[config.mk]
export PLATFORM = sky130hd
export DESIGN_NAME = uart_frame_scheduler
export DESIGN_NICKNAME = d
export VERILOG_FILES = /design/src/rtl/uart_frame_scheduler_pkg.sv /design/src/rtl/uart_sched_arbiter.sv /design/src/rtl/uart_frame_scheduler.sv
export SDC_FILE = /design/constraint.sdc
export NUM_CORES = 1
export LEC_CHECK = 0
export CORE_ASPECT_RATIO = 1.5
export CORE_UTILIZATION = 42
export DETAILED_ROUTE_END_ITERATION = 8
export GPL_TIMING_DRIVEN = 0
export PLACE_DENSITY = 0.86
export SLEW_MARGIN = 30
export SYNTH_ARGS = -nofsm -noshare
export SYNTH_HDL_FRONTEND = slang
export SYNTH_SLANG_ARGS = --single-unit
[constraint.sdc]
create_clock -name sys_clock -period 2.4 [get_ports sys_clock]
set_clock_uncertainty 0.1 [all_clocks]
set_input_delay 0.24 -clock sys_clock [delete_from_list [all_inputs] [get_ports sys_clock]]
set_output_delay 0.24 -clock sys_clock [all_outputs]
set_load 0.03 [all_outputs]
[src/rtl/uart_frame_scheduler_pkg.sv]
// Shared definitions for the UART frame scheduler.
// Contents: FSM state encoding, default sample width, frames counter width,
// channel index width, and counter-width helpers.
package uart_frame_scheduler_pkg;

   localparam int unsigned DEFAULT_DATA_W = 22;
   localparam int unsigned FRAMES_W       = 16;
   localparam int unsigned CHAN_W         = 2;

   typedef enum logic [2:0] {
      IDLE      = 3'd0,
      ISSUE     = 3'd1,
      WAIT_BUSY = 3'd2,
      WAIT_DONE = 3'd3,
      GAP       = 3'd4
   } sched_state_e;

   // Bits needed to hold values 0..max_val (at least one bit).
   function automatic int unsigned cnt_width(input int unsigned max_val);
      return (max_val < 2) ? 1 : $clog2(max_val + 1);
   endfunction

   // Bits needed to index n channels (at least one bit).
   function automatic int unsigned idx_width(input int unsigned n);
      return (n < 2) ? 1 : $clog2(n);
   endfunction

endpackage

[src/rtl/uart_sched_arbiter.sv]
// Channel grant selection for the UART frame scheduler.
// Searches the request vector starting at ptr+1 (mod NUM_CH) and returns the
// first requester as a one-hot grant plus its index. Holding ptr at NUM_CH-1
// turns this into fixed lowest-index-first priority.
// Ports:
//   req   [NUM_CH-1:0] in  : per-channel requests
//   ptr   [IDX_W-1:0]  in  : last granted channel
//   grant [NUM_CH-1:0] out : one-hot grant (zero when no request), combinational
//   idx   [IDX_W-1:0]  out : index of the granted channel, combinational
module uart_sched_arbiter #(
   parameter int unsigned NUM_CH = 3,
   parameter int unsigned IDX_W  = 2
) (
   input  logic [NUM_CH-1:0] req,
   input  logic [IDX_W-1:0]  ptr,
   output logic [NUM_CH-1:0] grant,
   output logic [IDX_W-1:0]  idx
);

   logic [NUM_CH-1:0] req_rot;
   int unsigned       cand;
   logic              found;

   // Rotating first-match search.
   always_comb begin
      grant   = '0;
      idx     = '0;
      found   = 1'b0;
      cand    = 0;
      req_rot = '0;
      for (int unsigned k = 0; k < NUM_CH; k++) begin
         cand    = (32'(ptr) + 32'd1 + k) % NUM_CH;
         req_rot = req >> cand;
         if (!found && req_rot[0]) begin
            found = 1'b1;
            grant = NUM_CH'(1) << cand;
            idx   = IDX_W'(cand);
         end
      end
   end

endmodule

[src/rtl/uart_frame_scheduler.sv]
// UART frame scheduler: arbitrates per-channel sample requests and sequences
// one frame at a time into a UART driver (issue, wait busy, wait done, gap).
// Optional feature: define UART_SCHED_ROUND_ROBIN_EN for round-robin grants;
// otherwise fixed priority, lowest channel index first.
// Ports:
//   sys_clock   in  : clock, rising edge
//   reset       in  : synchronous active-high reset
//   req_valid   in  [NUM_CH]        : per-channel sample available
//   req_data    in  [NUM_CH*DATA_W] : channel i at [i*DATA_W +: DATA_W]
//   req_ready   out [NUM_CH]        : combinational accept, one-hot in IDLE
//   drv_busy    in  : driver serializing a frame
//   new_frame   out : one-cycle frame start strobe (ISSUE state)
//   o_data      out [DATA_W] : frame payload
//   o_chan      out [2]      : frame channel index
//   timeout_err out : sticky, driver never raised busy
//   frames_sent out [16]     : completed frame count, wraps
module uart_frame_scheduler
   import uart_frame_scheduler_pkg::*;
#(
   parameter int unsigned NUM_CH       = 3,
   parameter int unsigned DATA_W       = DEFAULT_DATA_W,
   parameter int unsigned GAP_CYCLES   = 16,
   parameter int unsigned BUSY_TIMEOUT = 255
) (
   input  logic                     sys_clock,
   input  logic                     reset,
   input  logic [NUM_CH-1:0]        req_valid,
   input  logic [NUM_CH*DATA_W-1:0] req_data,
   output logic [NUM_CH-1:0]        req_ready,
   input  logic                     drv_busy,
   output logic                     new_frame,
   output logic [DATA_W-1:0]        o_data,
   output logic [CHAN_W-1:0]        o_chan,
   output logic                     timeout_err,
   output logic [FRAMES_W-1:0]      frames_sent
);

   localparam int unsigned IDX_W = idx_width(NUM_CH);
   localparam int unsigned GAP_W = cnt_width(GAP_CYCLES);
   localparam int unsigned TMO_W = cnt_width(BUSY_TIMEOUT);

   sched_state_e      state, state_next;
   logic [NUM_CH-1:0] grant;
   logic [IDX_W-1:0]  grant_idx;
   logic [IDX_W-1:0]  arb_ptr;
   logic [DATA_W-1:0] sel_data;
   logic [GAP_W-1:0]  gap_cnt;
   logic [TMO_W-1:0]  tmo_cnt;
   logic              take;
   logic              gap_last;
   logic              tmo_last;

   uart_sched_arbiter #(
      .NUM_CH (NUM_CH),
      .IDX_W  (IDX_W)
   ) u_arbiter (
      .req   (req_valid),
      .ptr   (arb_ptr),
      .grant (grant),
      .idx   (grant_idx)
   );

`ifdef UART_SCHED_ROUND_ROBIN_EN
   logic [IDX_W-1:0] last_grant;

   // Pointer moves only on an accepted grant; reset value makes ch0 first.
   always_ff @(posedge sys_clock) begin
      if (reset)     last_grant <= IDX_W'(NUM_CH - 1);
      else if (take) last_grant <= grant_idx;
   end
   assign arb_ptr = last_grant;
`else
   assign arb_ptr = IDX_W'(NUM_CH - 1);
`endif

   // Mux the granted channel's sample.
   always_comb begin
      sel_data = '0;
      for (int unsigned c = 0; c < NUM_CH; c++) begin
         if (grant[c]) sel_data = sel_data | req_data[c*DATA_W +: DATA_W];
      end
   end

   // Reset gates the grant so no handshake can occur while reset is held.
   assign take     = (state == IDLE) && (|req_valid) && !reset;
   // A zero length still yields a single GAP cycle.
   assign gap_last = (32'(gap_cnt) + 32'd1) >= GAP_CYCLES;
   assign tmo_last = (32'(tmo_cnt) + 32'd1) >= BUSY_TIMEOUT;

   // State register.
   always_ff @(posedge sys_clock) begin
      if (reset) state <= IDLE;
      else       state <= state_next;
   end

   // Next-state and handshake decode.
   always_comb begin
      state_next = state;
      req_ready  = '0;
      case (state)
         IDLE: begin
            if (take) begin
               req_ready  = grant;
               state_next = ISSUE;
            end
         end
         ISSUE:     state_next = WAIT_BUSY;
         WAIT_BUSY: begin
            if (drv_busy)      state_next = WAIT_DONE;
            else if (tmo_last) state_next = GAP;
         end
         WAIT_DONE: if (!drv_busy) state_next = GAP;
         GAP:       if (gap_last)  state_next = IDLE;
         default:   state_next = IDLE;
      endcase
   end

   // Frame payload, strobe, counters and status.
   always_ff @(posedge sys_clock) begin
      if (reset) begin
         new_frame   <= 1'b0;
         o_data      <= '0;
         o_chan      <= '0;
         timeout_err <= 1'b0;
         frames_sent <= '0;
         gap_cnt     <= '0;
         tmo_cnt     <= '0;
      end else begin
         new_frame <= (state_next == ISSUE);
         if (take) begin
            o_data <= sel_data;
            o_chan <= CHAN_W'(grant_idx);
         end
         if (state == WAIT_BUSY && !drv_busy && tmo_last) timeout_err <= 1'b1;
         if (state == WAIT_DONE && !drv_busy) frames_sent <= frames_sent + 1'b1;
         gap_cnt <= (state == GAP && !gap_last) ? gap_cnt + 1'b1 : '0;
         tmo_cnt <= (state == WAIT_BUSY && !drv_busy) ? tmo_cnt + 1'b1 : '0;
      end
   end

endmodule

Word-level counts from Yosys, hierarchy flattened
Cells that the tools add are included.

$add $sub $neg: 5. Magnitude comparators: 2. Eq/ne operators: 5. Mux-type cells: 18. Bitwise gates (word level): 4. Reduce and logical (&&, ||, !) cells: 17.

Operator list (count): 22-bit 2-to-1 mux (3); 22-bit bitwise OR (2); 3-bit 2-to-1 mux (9); 16-bit by 1-bit adder with 16-bit output, second input constant (1); 3-bit case mux with 5 select lines (1); 8-bit by 1-bit adder with 9-bit output, second input constant (1); 9-bit by 8-bit greater-or-equal comparator with 1-bit output, second input constant (1); 8-bit by 1-bit adder with 8-bit output, second input constant (1); 1-bit logical AND (8); 5-bit by 1-bit adder with 6-bit output, second input constant (1); 3-bit by 1-bit equality test with 1-bit output, second input constant (2); 3-bit by 2-bit equality test with 1-bit output, second input constant (2); 6-bit by 5-bit greater-or-equal comparator with 1-bit output, second input constant (1); 5-bit by 1-bit adder with 5-bit output, second input constant (1); 1-bit zero test (5); 1-bit 2-to-1 mux (4); 2-bit OR reduction (2); 3-bit equality test, second input constant (1); 3-bit zero test (1); 3-bit OR reduction (1); 2-bit 2-to-1 mux (1); 1-bit inverter (2).

Bits in registers: 58. Input port bits: 72. Output and inout port bits: 45. Logic and storage cells: 59.

Logic depth before layout (Yosys ltp)
Gate-level depths: netlist (run 1).

Depth after elaboration: 12. Gate-level depth with buffers: 6. Gate-level depth less buffers: 6.

Hierarchy
From an unflattened synthesis (run 1), not the netlist that was laid out.

Cells, all modules: 373. Area total of the unflattened synthesis: 3273.1 um2.

Modules (own cells, without submodules): uart_frame_scheduler (times used 1, cells each 285, area each 2562.5 um2, sequential area each 1161.1 um2); uart_sched_arbiter (times used 1, cells each 88, area each 710.7 um2, sequential area each 0.0 um2).

Worst setup path before layout (run 1)
No wires, ideal clock.

Path type: register to output. From: reg state[2]. To: out req_ready[2]. Arrival time: 1.683 ns. Required time: 2.060 ns. Setup slack: 0.377 ns. Stages on the path, launching flop included: 5. Buffers on the path: 1. Path through: dfxtp_1 > nor4_1 > clkbuf_1 > nand2_1 > nor3_1.

Cells in the longest elaborated chain, start to end: 5.

RTL lines: from (decl) (line uart_frame_scheduler.sv:42) `sched_state_e state, state_next;`; from (signal assigned) (line uart_frame_scheduler.sv:93) `else state <= state_next;`; 3-bit zero test * (line uart_frame_scheduler.sv:85, uart_frame_scheduler.sv:100); 1-bit logical AND (2 in series) (line uart_frame_scheduler.sv:85) `assign take = (state == IDLE) && (|req_valid) && !reset;`; 3-bit 2-to-1 mux (line uart_frame_scheduler.sv:102) `if (take) begin`; 3-bit 2-to-1 mux * (line uart_frame_scheduler.sv:100) `case (state)`; to (decl) (line uart_frame_scheduler.sv:29) `output logic [NUM_CH-1:0] req_ready,`.

Every way passes the cells marked *; elsewhere a longest branch is shown, timed or not.

Final worst setup path (run 1)
From: reg state[2]. To: out req_ready[0].

Same word-level chain as after synthesis.

==> qor.txt, run 1 <==
Status: finished clean
Ys Warns: 0
Layout cells sized above 1: 5.47%
Switching share of power: 26.6%
Critical Path End Type: primary output
CP arrival: 1890 ps
Initial core utilization: 44.1%
Worst-path clk slew: 70 ps
Ports: 117
Num CTS Buffers: 9
DRC viols: 0
Sw power: 712 uW
Pleak: 1.62 nW
Min cycle time layout: 2230 ps
CP startpoint kind: flip-flop
Buffers and inverters on the worst path: 2
DRT Pass-1 Iters: 4
Crit-path cells: nor4_2 > buf_2 > and2_1 > clkdlybuf4s15_1
Yosys cell types: 40
Dominant cells by area after synthesis: dfxtp_1, a22oi_1, o21ai_0, nand2_1, a21o_1
Worst-margin pin slew: 789 ps
Layout area overhead: 54.1%
Max Buffers Root-to-Sink: 2
Drt total wl: 7970 um
Share of the synthesized area in the top cell type: 42.3%
Avg Cell Area, Syn: 8.42 um2
HPWL after detailed placement: 5990 um
Class of the worst hold path: flip-flop to flip-flop
Antenna Cells: 0
Floorplan core area: 6220 um2
Final-report hold violation count: 0
CP max-delay cell: dfxtp_1
Post-Route Utilization: 68.0%
GPL Wtd Cong: 0.782
F_max: 448 MHz
Routed Antenna Nets: 0
Die Wd: 68.0 um
DRT iter0 DRCs: 136
Worst IR drop on VDD: 0.000486 V
Drt wl/cell: 15.0 um
Final worst-path cycle share: 93.1%
Placed cell area: 3990 um2
Total GRT Usage: 24.5%
Seq/Total Area, Yosys: 42.3%
Root buffer cell: clkbuf_8
Clock tree sinks: 58
Max-slew violations: 0
Synth Register Bits: 58
Comb pwr share: 19.7%
FF-to-FF setup slack: 280 ps
RSZ-0062 raised after global routing: false
WS Path Type: flip-flop to primary output
CTS tree: done
Delay-heaviest family, CP: buffers and inverters
Htree depth: 3
Residual overflow from global routing: 0
Crit-path max cell delay: 390 ps
Post-CTS Setup Inserts: 0
Syn Std Cell Area: 2750 um2
Relative slew margins: 46.7%
Initial antenna violation count: 0
Synth async-reset ratio: 0%
Top cells by count, synth: dfxtp_1, nand2_1, o21ai_0, a22oi_1, nor2_1
Syn nets: 402
Internal power: 1.97 mW
Synth Flop Type: dfxtp_1
Worst-path fanout max: 10
PwrDens: 633 nW/um2
NumNets Final: 528
Max-cap violation count: 0
Vias: 2935
Final Instance Area: 4230 um2
Final setup viols: 0
Largest net degree at the start of global routing: 12
I/O Buffers: 115
Most frequent cell after synthesis: dfxtp_1
Die Y: 101 um
Number of synthesized flops with an enable pin: 0
Mapped Cells: 326
Required @ worst endpoint: 2060 ps
First-pass GRT wire length: 12600 um
Flop pwr share: 39.0%
Tot Pwr: 2.68 mW
Clock Power Share: 41.2%
Synth area leader: dfxtp_1
Vias in the first global route: 2778
Via-per-instance ratio: 5.53
Die area: 6870 um2
Row count: 35
CTS hold repair buffers: 0
Worst-Skew Late Latency: 330 ps
power groups by stage:
stage	Clock, mW	Sequential (mW)	Combinational, mW
detailed placement	0	1.07	0.527
finish	1.10	1.05	0.529
floorplan	0	1.16	0.165
global placement	0	1.06	0.519
CTS	1.11	1.05	0.530
global route	1.16	1.05	0.565
registers in the layout, indices dropped and copies added (netlist names):
| signal | cells |
|---|---|
| frames_sent | 16 |
| gap_cnt | 5 |
| new_frame | 1 |
| o_chan | 2 |
| o_data | 22 |
| state | 3 |
| timeout_err | 1 |
| tmo_cnt | 8 |
cell type report:
cell class / instances / area, um2
Fill cell: 522 / 1990
Multi-Input combinational cell: 240 / 1480
Sequential cell: 58 / 1160
Timing Repair Buffer: 115 / 1140
Clock buffer: 9 / 124
Clock inverter: 7 / 118
Tap cell: 74 / 92.6
Buffer: 22 / 87.6
Inverter: 6 / 22.5
per-layer routing:
layer	track usage [%]	wire length, um	up-vias	share of wire [%]
li1	-	-	1438	-
met1	27.0	3030	1385	38
met2	42.2	4350	98	55
met3	7.47	430	14	5.4
met4	9.94	159	0	2.0
met5	0	0	-	0
cells in the final DEF, fill, tap and decap left out, types with 4 or more instances in the layout:
cell type / n
clkbuf_1: 16
inv_1: 6
xnor2_1: 8
nor3_1: 6
xor2_1: 6
clkbuf_8: 9
a22oi_1: 22
dfxtp_1: 58
a22o_1: 5
nor2_1: 21
nand4_1: 5
a21o_1: 17
nand2_1: 35
ha_1: 4
clkdlybuf4s50_1: 112
nor3b_1: 17
nand3_1: 10
a21oi_1: 12
or3_1: 7
o21ai_0: 31
or4_1: 4
nor2b_1: 4
timing repair:
item	4_1_cts	5_1_grt
resized for setup	5	9
endpoints found under the hold margin	0	0
endpoints found under the setup margin	3	5
per-stage QoR:
stage | std cells | TNS, ps | hold slack (ps) | setup WS, ps
floorplan | 326 | 0 | 311 | 377
global placement | 515 | -1300 | 338 | -347
detailed placement | 515 | -1780 | 350 | -387
CTS | 531 | 0 | 365 | 22.7
global route | 531 | 0 | 413 | 22.0
finish | 531 | 0 | 361 | 167
logic make-up (layout without fill, tap and decap cells):
family                   after synthesis  in the layout  synth area share (%)
AO/OA/AOI/OAI                         98             98                  23.4
flip-flops                            58             58                  42.3
XOR/XNOR                              14             14                  4.47
adder cells (fa/ha/maj)                4              4                  1.82
AND/OR/NAND/NOR                      123            123                  24.0
other                                  1              1                 0.137
buffers and inverters                 28            159                  3.92
worst paths after layout:
check                                            from                endpoint  depth (start not counted)
worst max-delay path              state[2]$_SDFF_PP0_            req_ready[0]                          4
worst min-delay path            gap_cnt[0]$_SDFF_PP0_   gap_cnt[0]$_SDFF_PP0_                          1
worst max register to register    state[2]$_SDFF_PP0_  o_data[7]$_SDFFE_PP0P_                          6
worst min register to register  gap_cnt[0]$_SDFF_PP0_   gap_cnt[0]$_SDFF_PP0_                          1
Note: power is estimated with default switching activity, not from simulation.
==> run 2: changes to the inputs <==
SETUP_SLACK_MARGIN = 0.3   (was unset)
==> qor.txt, run 2 (same netlist as run 1, synthesis figures left out) <==
Clock tree sinks: 58 (unchanged)
Residual overflow from global routing: 0 (unchanged)
Final-report hold violation count: 0 (unchanged)
RR Startpoint: state[2]$_SDFF_PP0_ (unchanged)
Placed cell area: 3990 um2 (unchanged)
I/O Buffers: 115 (unchanged)
Max-cap violation count: 0 (unchanged)
Flop pwr share: 39.1% (was 39.0%)
Layout cells sized above 1: 7.83% (was 5.47%)
FF-to-FF setup slack: 310 ps (was 280 ps)
Vias: 2977 (was 2935)
Total GRT Usage: 24.5% (about the same)
Class of the worst hold path: primary input to flip-flop (was flip-flop to flip-flop)
Hold path endpoint: state[1]$_SDFF_PP0_ (was gap_cnt[0]$_SDFF_PP0_)
CP startpoint kind: flip-flop (unchanged)
Final Instance Area: 4290 um2 (was 4230 um2)
Die Wd: 68.0 um (unchanged)
Initial antenna violation count: 0 (unchanged)
Internal power: 1.97 mW (about the same)
CP arrival: 2240 ps (was 1890 ps)
Required @ worst endpoint: 2550 ps (was 2060 ps)
Largest register FFs: 22 (unchanged)
Drt total wl: 8090 um (was 7970 um)
Worst-Skew Late Latency: 330 ps (about the same)
Vias in the first global route: 2780 (was 2778)
First-pass GRT wire length: 12700 um (was 12600 um)
Row count: 35 (unchanged)
Critical Path End Type: flip-flop (was primary output)
Ports: 117 (unchanged)
Max Buffers Root-to-Sink: 2 (unchanged)
Largest Register: o_data (unchanged)
Routed Antenna Nets: 0 (unchanged)
Worst-path fanout max: 8 (was 10)
Hold Path Cell Cnt: 3 (was 1)
PwrDens: 624 nW/um2 (was 633 nW/um2)
Commonest non-fill, non-tap cell in the layout: clkdlybuf4s50_1 (unchanged)
Worst-margin pin slew: 805 ps (was 789 ps)
NumNets Final: 531 (was 528)
Initial core utilization: 44.1% (unchanged)
Setup TNS: 0 ps (unchanged)
Htree depth: 3 (unchanged)
Max-slew violations: 0 (unchanged)
Layout area overhead: 56.3% (was 54.1%)
Min cycle time layout: 2090 ps (was 2230 ps)
Relative slew margins: 45.6% (was 46.7%)
HPWL after detailed placement: 5990 um (unchanged)
DRC viols: 0 (unchanged)
Switching share of power: 26.3% (was 26.6%)
Final worst-path cycle share: 86.9% (was 93.1%)
Largest net degree at the start of global routing: 12 (unchanged)
Reg2reg path depth: 6 (unchanged)
Status: finished clean (unchanged)
Worst hold path startpoint: drv_busy (was gap_cnt[0]$_SDFF_PP0_)
Largest regs: o_data: 22 flops, frames_sent: 16 flops, tmo_cnt: 8 flops (unchanged)
DRT iter0 DRCs: 142 (was 136)
WS Path Type: flip-flop to flip-flop (was flip-flop to primary output)
Die Y: 101 um (unchanged)
Final setup viols: 0 (unchanged)
Pleak: 1.66 nW (was 1.62 nW)
Tot Pwr: 2.68 mW (about the same)
F_max: 479 MHz (was 448 MHz)
GPL Wtd Cong: 0.782 (unchanged)
Place WS: -387 ps (unchanged)
Clock Power Share: 40.9% (was 41.2%)
Root buffer cell: clkbuf_8 (unchanged)
Worst IR drop on VDD: 0.000487 V (was 0.000486 V)
Die area: 6870 um2 (unchanged)
RSZ-0062 raised after global routing: false (unchanged)
Antenna Cells: 0 (unchanged)
Comb pwr share: 20.0% (was 19.7%)
Floorplan core area: 6220 um2 (unchanged)
CTS hold repair buffers: 0 (unchanged)
Final WS setup: 314 ps (was 167 ps)
Num CTS Buffers: 9 (unchanged)
Most frequent cells in the layout: clkdlybuf4s50_1, dfxtp_1, nand2_1 (unchanged)
Worst-path clk slew: 70 ps (about the same)
CTS tree: done (unchanged)
FF-to-FF End: frames_sent[9]$_SDFFE_PP0P_ (was o_data[7]$_SDFFE_PP0P_)
Post-Route Utilization: 69.0% (was 68.0%)
Via-per-instance ratio: 5.57 (was 5.53)
DRT Pass-1 Iters: 5 (was 4)
Drt wl/cell: 15.1 um (was 15.0 um)
Sw power: 705 uW (was 712 uW)
run 2: how the worst max path moves through the flow:
stage,start,end,slack (ps)
2_1_floorplan,state[2]$_SDFF_PP0_,req_ready[2],380
3_3_place_gp,reset,req_ready[2],-350
5_1_grt,state[2]$_SDFF_PP0_,frames_sent[15]$_SDFFE_PP0P_,290
6_report,state[2]$_SDFF_PP0_,frames_sent[9]$_SDFFE_PP0P_,310
4_1_cts,state[2]$_SDFF_PP0_,frames_sent[15]$_SDFFE_PP0P_,330
3_5_place_dp,reset,req_ready[2],-390
run 2: routing by layer:
metal	wire length, um	track usage, %
met2	4430	42.5
met1	3010	27.0
met5	0	0
met4	178	9.62
met3	469	7.47
run 2: final cells by class:
type	count	area, um2
fillers	509	1930
multi-input cells	240	1500
flip-flops and latches	58	1170
repair buffers	118	1160
clock buffers	9	124
clock inverters	7	118
plain buffers	22	104
well taps	74	92.6
inverters	6	22.5
run 2: timing repair:
| action | 4_1_cts | 5_1_grt |
|---|---|---|
| setup buffers | 1 | 2 |
| resized for setup | 21 | 15 |
| pin swaps | 1 | 1 |
| setup endpoints to repair | 22 | 24 |
run 2: power by group through the flow:
stage                     sequential, mW  clock, mW  combinational, mW
after floorplan                     1.16          0              0.165
after global placement              1.06          0              0.519
after detailed placement            1.07          0              0.527
after CTS                           1.05       1.11              0.534
after global routing                1.05       1.16              0.573
final                               1.05       1.10              0.536
run 2: critical path, stage by stage, from the launching register on:
cell,delay (ps)
dfxtp_4,380
nand4bb_1,220
buf_6,160
or4_4,510
buf_6,150
or3_1,320
a21oi_1,180
run 2: per-stage QoR:
| stage | hold slack (ps) | instances |
|---|---|---|
| after global placement | 338 | 515 |
| after CTS | 332 | 532 |
| after detailed placement | 350 | 515 |
| final | 339 | 534 |
| after global routing | 349 | 534 |
| after floorplan | 311 | 326 |
==> run 3: changes to the inputs <==
--- a/config.mk
+++ b/config.mk
@@ -11,4 +11,5 @@
 export GPL_TIMING_DRIVEN = 0
 export PLACE_DENSITY = 0.86
+export RECOVER_POWER = 50
 export SETUP_SLACK_MARGIN = 0.3
 export SLEW_MARGIN = 30
==> constraint.sdc (replaced) <==
create_clock -name sys_clock -period 2.4 [get_ports sys_clock]
set_clock_uncertainty 0.1 [all_clocks]
set_input_delay 0.6 -clock sys_clock [delete_from_list [all_inputs] [get_ports sys_clock]]
set_output_delay 0.6 -clock sys_clock [all_outputs]
set_load 0.03 [all_outputs]
==> qor.txt, run 3 (same netlist as run 1, synthesis figures left out) <==
Worst-Skew Late Latency: 350 ps (was 330 ps)
DRT iter0 DRCs: 118 (was 142)
DRC viols: 0 (unchanged)
Fillers: 485 (was 509)
Pleak: 1.79 nW (was 1.66 nW)
Largest regs: o_data: 22 flops, frames_sent: 16 flops, tmo_cnt: 8 flops (unchanged)
CTS tree: done (unchanged)
Initial antenna violation count: 0 (unchanged)
Htree depth: 3 (unchanged)
Ports: 117 (unchanged)
Max-cap violation count: 0 (unchanged)
HPWL after detailed placement: 6110 um (was 5990 um)
DRT Pass-1 Iters: 5 (unchanged)
Die area: 6870 um2 (unchanged)
Drt total wl: 8820 um (was 8090 um)
F_max: 434 MHz (was 479 MHz)
Vias: 3026 (was 2977)
Residual overflow from global routing: 0 (unchanged)
Tot Pwr: 2.46 mW (was 2.68 mW)
Most frequent cells in the layout: clkdlybuf4s50_1, dfxtp_1, nand2_1 (unchanged)
Layout cells sized above 1: 11.7% (was 7.83%)
Largest net degree at the start of global routing: 11 (was 12)
Class of the worst hold path: flip-flop to flip-flop (was primary input to flip-flop)
Worst IR drop on VDD: 0.000528 V (was 0.000487 V)
Hold Path Cell Cnt: 1 (was 3)
Die Y: 101 um (unchanged)
Num CTS Buffers: 9 (unchanged)
PwrDens: 564 nW/um2 (was 624 nW/um2)
Worst-path fanout max: 5 (was 8)
Drt wl/cell: 16.2 um (was 15.1 um)
I/O Buffers: 115 (unchanged)
CP arrival: 1610 ps (was 2240 ps)
WS Path Type: primary input to primary output (was flip-flop to flip-flop)
GPL Wtd Cong: 0.878 (was 0.782)
Row count: 35 (unchanged)
Crit-path cells: clkbuf_1 > nor4_4 > buf_4 > nand2_2 > nor3_4 > buf_6 (was nand4bb_1 > buf_6 > or4_4 > buf_6 > or3_1 > a21oi_1)
Initial core utilization: 44.1% (unchanged)
Status: finished clean (unchanged)
Clock tree sinks: 58 (unchanged)
Floorplan core area: 6220 um2 (unchanged)
Non-Filler Instances: 544 (was 534)
Max-slew violations: 0 (unchanged)
Die Wd: 68.0 um (unchanged)
Routed Antenna Nets: 0 (unchanged)
Vias in the first global route: 2956 (was 2780)
End point of the critical path: req_ready[2] (was frames_sent[9]$_SDFFE_PP0P_)
Max Buffers Root-to-Sink: 2 (unchanged)
Largest register FFs: 22 (unchanged)
NumNets Final: 541 (was 531)
Antenna Cells: 0 (unchanged)
Placed Instances: 515 (unchanged)
Area of the multi-input gates: 1570 um2 (was 1500 um2)
Layout area overhead: 58.9% (was 56.3%)
FF-to-FF End: frames_sent[4]$_SDFFE_PP0P_ (was frames_sent[9]$_SDFFE_PP0P_)
CP startpoint kind: primary input (was flip-flop)
Critical path origin: reset (was state[2]$_SDFF_PP0_)
Final setup viols: 0 (unchanged)
Crit-path max cell delay: 270 ps (was 510 ps)
Worst-path clk slew: 60 ps (was 70 ps)
Total GRT Usage: 25.7% (was 24.5%)
Final-report hold violation count: 0 (unchanged)
Via-per-instance ratio: 5.56 (was 5.57)
Critical Path End Type: primary output (was flip-flop)
Place WS: -996 ps (was -387 ps)
Reg2reg path depth: 7 (was 6)
Largest Register: o_data (unchanged)
Relative slew margins: 40.8% (was 45.6%)
First-pass GRT wire length: 13300 um (was 12700 um)
CP max-delay cell: nor4_4 (was or4_4)
RSZ-0062 raised after global routing: true (was false)
Worst-margin pin slew: 876 ps (was 805 ps)
Final WS setup: 94.0 ps (was 314 ps)
RR Startpoint: state[2]$_SDFF_PP0_ (unchanged)
Commonest non-fill, non-tap cell in the layout: clkdlybuf4s50_1 (unchanged)
Required @ worst endpoint: 1700 ps (was 2550 ps)
FF-to-FF setup slack: 220 ps (was 310 ps)
Setup TNS: 0 ps (unchanged)
Register Area: 1160 um2 (was 1170 um2)
Final worst-path cycle share: 96.1% (was 86.9%)
Min cycle time layout: 2310 ps (was 2090 ps)
Root buffer cell: clkbuf_8 (unchanged)
run 3: cell types whose count changed in the layout (fill, tap and decap cells not counted), moves of 3 or more:
cell             before  now
clkbuf_1             15   20
buf_6                 2    8
nor4_1                3    0
clkdlybuf4s50_1     110   91
buf_4                 3    9
clkinvlp_4            3    0
clkbuf_2              2    5
dlygate4sd2_1         2   15
run 3: final cells by class:
type / instances / area share, %
Multi-Input combinational cell: 240 / 35.9
Sequential cell: 58 / 26.7
Clock buffer: 13 / 3.18
Timing Repair Buffer: 128 / 27.7
Tap cell: 74 / 2.12
Inverter: 6 / 0.516
Buffer: 22 / 3.01
Clock inverter: 3 / 0.918
run 3: worst max-delay path: cells and delay by family:
kind | cells | cell delay (ps)
buf+inv | 3 | 520
simple gates | 3 | 480
run 3: repair_timing:
item | 4_1_cts | 5_1_grt
cloned | 0 | 0
setup endpoints to repair | 58 | 45
buffers inserted | 10 | 3
pin swaps | 9 | 3
hold buffers | 0 | 0
gates resized for setup | 70 | 23
run 3: stage by stage:
stage / instance area, um2 / utilization (%) / hold slack, ps
after floorplan: 2760 / - / 327
after global placement: 4000 / 64.4 / 337
after detailed placement: 4000 / 64.4 / 362
after CTS: 4320 / 69.5 / 375
after global routing: 4360 / 70.2 / 391
final: 4360 / 70.2 / 378
run 3: worst min path at each step:
| stage | start | endpoint | slack (ps) |
|---|---|---|---|
| global route | gap_cnt[0]$_SDFF_PP0_ | gap_cnt[0]$_SDFF_PP0_ | 390 |
| global placement | gap_cnt[0]$_SDFF_PP0_ | gap_cnt[0]$_SDFF_PP0_ | 340 |
| detailed placement | gap_cnt[0]$_SDFF_PP0_ | gap_cnt[0]$_SDFF_PP0_ | 360 |
| CTS | gap_cnt[0]$_SDFF_PP0_ | gap_cnt[0]$_SDFF_PP0_ | 380 |
| floorplan | gap_cnt[0]$_SDFF_PP0_ | gap_cnt[0]$_SDFF_PP0_ | 330 |
| finish | gap_cnt[0]$_SDFF_PP0_ | gap_cnt[0]$_SDFF_PP0_ | 380 |
run 3: power by group:
part,switching [mW],internal [mW]
sequential,0.0313,1.02
clock,0.384,0.477
combinational,0.276,0.278
run 3: routing by layer:
layer  up-vias  part of all wire, %  GRT usage [%]
met5         -                    0              0
met4         0                  3.7           13.6
met3        25                  4.8           5.09
met2       100                   53           44.4
met1      1443                   38           28.6
li1       1458                    -              -
